==> src/rtl/kw4281_scan_ctrl.sv <==
// kw4281_scan_ctrl -- four-digit multiplexed seven-segment scan controller.
//
// The controller scans four common-anode digits one slot at a time. Each slot
// opens with a short all-off blank window that suppresses ghosting, then lights
// the digit for a brightness-proportional number of cycles, then stays dark for
// the rest of the slot. New digit codes arrive through a valid/ready handshake
// and are parked in a one-entry pending register until the frame boundary, so a
// frame never shows a mix of old and new digits.
module kw4281_scan_ctrl #(
  parameter int CLOCK_FREQUENCY = 100000000,
  parameter int SCAN_HZ         = 1000,
  parameter int BLANK_CYCLES    = 16
) (
  input  logic        clk,
  input  logic        rst_i,
  input  logic [15:0] digits_i,
  input  logic        load_valid_i,
  output logic        load_ready_o,
  input  logic [3:0]  bright_i,
  output logic [3:0]  an_o,
  output logic [6:0]  seg_o,
  output logic        frame_o
);

  // Cycles per digit slot and lit cycles per brightness step.
  localparam int TICK_DIV = CLOCK_FREQUENCY / SCAN_HZ;
  localparam int STEP     = (TICK_DIV - BLANK_CYCLES) / 16;
  localparam int CW       = $clog2(TICK_DIV);

  localparam logic [CW-1:0] C_LAST  = CW'(TICK_DIV - 1);
  localparam logic [CW-1:0] C_BLANK = CW'(BLANK_CYCLES);

  // Refuse to build a controller whose slot cannot hold the blank window plus
  // at least one cycle per brightness level.
  if (BLANK_CYCLES < 1 || TICK_DIV < BLANK_CYCLES + 16) begin : g_bad_params
    $fatal(1, "kw4281_scan_ctrl: need BLANK_CYCLES >= 1 and TICK_DIV >= BLANK_CYCLES + 16");
  end

  typedef enum logic [1:0] {
    ST_BLANK,
    ST_ACTIVE,
    ST_OFF
  } state_t;

  // Seven-segment pattern, {g,f,e,d,c,b,a}, active low. Code A is a minus
  // sign; B..F render as a dark digit.
  function automatic logic [6:0] seg_decode(input logic [3:0] code);
    logic [6:0] pat;
    case (code)
      4'h0:    pat = 7'b1000000;
      4'h1:    pat = 7'b1111001;
      4'h2:    pat = 7'b0100100;
      4'h3:    pat = 7'b0110000;
      4'h4:    pat = 7'b0011001;
      4'h5:    pat = 7'b0010010;
      4'h6:    pat = 7'b0000010;
      4'h7:    pat = 7'b1111000;
      4'h8:    pat = 7'b0000000;
      4'h9:    pat = 7'b0010000;
      4'hA:    pat = 7'b0111111;
      default: pat = 7'b1111111;
    endcase
    return pat;
  endfunction

  // Slot position and per-slot brightness.
  logic [CW-1:0] c;
  logic [1:0]    d;
  logic [3:0]    b;
  state_t        state;

  // Digit storage: what is on display now, and what is queued for next frame.
  logic [15:0]   active_buf;
  logic [15:0]   pending;
  logic          pending_full;

  // Derived per-cycle controls.
  logic          last_cycle;
  logic          frame_end;
  logic [CW-1:0] c_nxt;
  logic [3:0]    b_eff;
  logic [CW-1:0] active_end;
  logic          accept;

  // Decode where the scan is and where it goes on the next edge.
  // NOTE: every signal in a combinational block is assigned on every path
  // through it; a missed assignment would make synthesis infer a latch.
  always_comb begin
    last_cycle = (c == C_LAST);
    frame_end  = last_cycle && (d == 2'd3);
    c_nxt      = last_cycle ? '0 : c + CW'(1);
    // On the first cycle of a slot the brightness latch is being loaded, so
    // decisions made in that cycle look straight at the input.
    b_eff      = (c == '0) ? bright_i : b;
    active_end = C_BLANK + CW'(STEP) * CW'(b_eff);
  end

  assign load_ready_o = !pending_full;
  assign accept       = load_valid_i && load_ready_o;
  assign frame_o      = frame_end;

  // Slot counter, digit index and the brightness sampled at each slot start.
  // NOTE: state registers use non-blocking assignment so every flop samples
  // the pre-edge values, independent of the order of statements or blocks.
  always_ff @(posedge clk or posedge rst_i) begin
    if (rst_i) begin
      c <= '0;
      d <= 2'd0;
      b <= 4'd0;
    end else begin
      c <= c_nxt;
      if (last_cycle) begin
        d <= d + 2'd1;
      end
      if (c == '0) begin
        b <= bright_i;
      end
    end
  end

  // Slot FSM with registered drive: outputs change on the same edge that moves
  // c into the blank, lit or dark portion of the slot.
  always_ff @(posedge clk or posedge rst_i) begin
    if (rst_i) begin
      state <= ST_BLANK;
      an_o  <= 4'b1111;
      seg_o <= 7'b1111111;
    end else begin
      case (state)
        ST_BLANK: begin
          if (c_nxt == C_BLANK) begin
            if (b_eff == 4'd0) begin
              state <= ST_OFF;
            end else begin
              state <= ST_ACTIVE;
              an_o  <= ~(4'b0001 << d);
              seg_o <= seg_decode(active_buf[{d, 2'b00} +: 4]);
            end
          end
        end
        ST_ACTIVE: begin
          if (c_nxt == active_end) begin
            state <= ST_OFF;
            an_o  <= 4'b1111;
            seg_o <= 7'b1111111;
          end
        end
        ST_OFF: begin
          if (last_cycle) begin
            state <= ST_BLANK;
          end
        end
        default: begin
          state <= ST_BLANK;
          an_o  <= 4'b1111;
          seg_o <= 7'b1111111;
        end
      endcase
    end
  end

  // Handshake bookkeeping and the frame-boundary swap into the display buffer.
  always_ff @(posedge clk or posedge rst_i) begin
    if (rst_i) begin
      pending_full <= 1'b0;
      active_buf   <= 16'hFFFF;
    end else if (frame_end) begin
      if (pending_full) begin
        active_buf   <= pending;
        pending_full <= 1'b0;
      end else if (accept) begin
        active_buf <= digits_i;
      end
    end else if (accept) begin
      pending_full <= 1'b1;
    end
  end

  // Pending digit codes; captured on any accept outside the frame boundary.
  // NOTE: this storage has no reset because pending_full guards every read of
  // it; stale contents after reset are never displayed.
  always_ff @(posedge clk) begin
    if (accept && !frame_end) begin
      pending <= digits_i;
    end
  end

endmodule

==> config.mk <==
export PLATFORM = sky130hd
export DESIGN_NAME = kw4281_scan_ctrl
export DESIGN_NICKNAME = d
export VERILOG_FILES = /design/src/rtl/kw4281_scan_ctrl.sv
export SDC_FILE = /design/constraint.sdc
export NUM_CORES = 1
export LEC_CHECK = 0
export BUFFER_PORTS_ARGS = -buffer_cell sky130_fd_sc_hd__buf_4
export CORE_ASPECT_RATIO = 0.5
export CORE_MARGIN = 2
export CORE_UTILIZATION = 45
export CTS_CLUSTER_DIAMETER = 200
export DETAILED_ROUTE_END_ITERATION = 10
export SYNTH_ARGS = -nofsm -noshare
export SYNTH_HDL_FRONTEND = slang
export SYNTH_SLANG_ARGS = --single-unit
==> constraint.sdc <==
create_clock -name clk -period 6.1 [get_ports clk]
set_input_delay 0.305 -clock clk [delete_from_list [all_inputs] [get_ports clk]]
set_output_delay 0.305 -clock clk [all_outputs]
set_load 0.03 [all_outputs]
==> metrics <==
CTS tree=yes; Sequential Power Share=0.392; fin. max-slew vios=0; initial antenna violation count=1; Vias=3,305; fin util=0.524; VDD IR max=0.000146 V; clock skew=approximately 8.1 ps; post-CTS setup buffer count=0; total CTS buffers=9; Worst-Skew Late Latency=approximately 340 ps; syn avg cell area=10.7 sq um; 1st-iter DRT viols=213; nets=between 500 and 600; post-synth net total=492; fin crit share=0.927; post-cts sizing count=0; most common library cell in the layout ignoring fill and taps=buf_4; dpl cells=592; Remaining Overflow, GRT=0; first drt pass iteration count=4; async set-reset flop share out of synthesis=0.768; P_sw=around 0.34 mW; critical path launch point=c[0]$_DFF_PP0_; pin count of the biggest net entering global routing=54; Fin. Hold Viols=0; final setup vio count=0; clock transition at the registers of the reported paths=around 60 ps; Post-CTS Hold Buffers=0; YS warnings=0; clock share of power=0.455; worst reg-to-reg path cell count=19; vias in the first global route=3,201; f_max=0.177 GHz; # diodes=0; Worst R2R Setup Slack=approximately 450 ps; Die Area=0.0112 sq mm; final instance area=0.00530 sq mm; hold crit path type=in -> reg; sequential area share after synthesis=0.398; IO Pins=36; post-route ant nets=0; reg-to-reg critical path startpoint=c[0]$_DFF_PP0_; first-pass GRT wire length=16,100 um; CP endpoint=seg_o[2]$_DFFE_PP1P_; Seq cells post-synth=69; Fin Setup TNS=0 ps; Total GRT Usage=0.189; Post-DP Area=0.00497 sq mm; Non-Filler Instances=608; maxcap violations=0; CORE AREA=0.0101 sq mm; critical path fanouts, max=11; Die Y=between 70 and 80 um; Distinct cells, synth=between 60 and 70; wire length per cell=16.1 um; Critical Path AT=slightly below 6000 ps; P_int=0.951 mW; Die W=147 um; total power draw=1.29 mW; Crit Path Class=reg -> reg; Cells after Synth=~430; vias per cell=5.44; Relative slew margins=0.344; unrepaired setup endpoints after global routing=no; Final min period=5650 ps; maximum root-to-sink buffer count=2; Post-DP HPWL=7220 um; row cnt=26; Sink Count=69; DRC Markers=0; Fillers=slightly above 900; layout cells sized above 1=0.241; CTS H-tree lvls=3; gpl congestion=0.829; number of synthesized flops with an enable pin=16; Worst Tran Pin Value=984 ps; Starting Density=0.458; Net Sw Frac=0.266; RR Endpoint=seg_o[2]$_DFFE_PP1P_; status=finished, final reports clean; most frequent cells in the layout=buf_4, nand2_1, ha_1, o21ai_0, xnor2_1; min-delay src=digits_i[5]; port bufs=35; Leakage=2.34 nW; CP required=6380 ps; Area Growth Syn to Fin=14.6%; crit end category=flop; Syn Std Cell Area=0.00463 sq mm; Cell Pwr Density=244 mW/mm^2; final wirelength=9810 um; Comb power frac=0.153; Root Buffer=clkbuf_16; startpoint types=flop; Most used DFF post-synth=dfstp_2
[flip-flops by register name (all words and copies together) (netlist names)]
name	flops
c	17
active_buf	16
pending	16
seg_o	7
an_o	4
b	4
d	2
state	2
pending_full	1
[logic make-up after synthesis]
group,after synthesis,share of synthesized area
fa+ha+maj,35,0.0962
flops,69,0.398
mux,27,0.0713
xor+xnor,45,0.0930
buf+inv,44,0.0465
simple gates,133,0.166
compound gates,81,0.129
[worst max-delay path, stage by stage (launching register included)]
cell and delay [ps]:
dfrtp_1 480, inv_1 120, ha_1 150, nor4b_4 230, nand3_2 150, nor2_4 190
mux2i_2 570, inv_2 230, ha_1 350, ha_1 340, fa_1 460, a211oi_1 290
o21bai_1 110, a21oi_1 230, nor2b_1 100, xnor2_1 130, or4_4 540, a2111oi_4 250
a21bo_1 450, o22a_1 200
[per-stage QoR]
stage | hold WS [ps] | setup slack [ps]
3_3_place_gp | 466 | 630
2_1_floorplan | 404 | 1020
6_report | 150 | 446
3_5_place_dp | 471 | 501
5_1_grt | 138 | 110
4_1_cts | 142 | 474
[synth_stat cells, types with 3 or more instances]
cell	n	area (sq um)
dfrtp_1	26	651
a311oi_1	3	26.3
edfxtp_1	16	480
xnor2_1	28	245
o22a_1	6	52.6
nor2b_1	6	37.5
and4_1	4	35.0
nor3_1	10	50.1
inv_1	22	82.6
nand2_1	34	128
mux4_2	4	90.1
a2bb2oi_2	5	75.1
nand4_1	9	56.3
and2_1	11	68.8
buf_6	5	56.3
o21ai_0	32	160
nor2_1	23	86.3
ha_1	34	425
and3_1	6	37.5
a21oi_1	6	30.0
nand3_1	11	55.1
a31oi_1	5	31.3
buf_2	4	20.0
xor2_1	14	123
dfstp_2	27	709
clkbuf_1	9	33.8
mux2i_1	20	200
[metal layers]
| layer | track usage | part of all wire |
|---|---|---|
| met1 | 0.241 | 0.47 |
| met3 | 0.0539 | 0.054 |
| met5 | 0 | 0 |
| met4 | 0.0588 | 0.011 |
| met2 | 0.321 | 0.46 |
[worst min path at each step]
stage	to	slack (ps)	cells past startpoint
2_1_floorplan	pending[0]$_DFFE_PP_	400	0
4_1_cts	pending[0]$_DFFE_PP_	140	1
5_1_grt	pending[3]$_DFFE_PP_	140	1
6_report	pending[5]$_DFFE_PP_	150	1
3_3_place_gp	active_buf[3]$_DFFE_PP1P_	470	2
3_5_place_dp	active_buf[14]$_DFFE_PP1P_	470	2
[area by class of cell]
type / count / area [sq um] / area share
multi-input combinational: 321 / 2580 / 0.487
sequential: 69 / 1840 / 0.347
timing repair buffer: 38 / 285 / 0.0538
clock buffer: 9 / 225 / 0.0425
tap: 140 / 175 / 0.0330
clock inverter: 7 / 105 / 0.0198
inverter: 24 / 90.1 / 0.0170
[power by group through the flow]
stage | Sequential, mW | Clock, mW | Combinational [mW]
floorplan | 0.537 | 0 | 0.116
global placement | 0.516 | 0 | 0.198
detailed placement | 0.516 | 0 | 0.200
CTS | 0.507 | 0.597 | 0.201
global route | 0.509 | 0.618 | 0.218
finish | 0.507 | 0.589 | 0.199
Note: power is estimated with default switching activity, not from simulation.
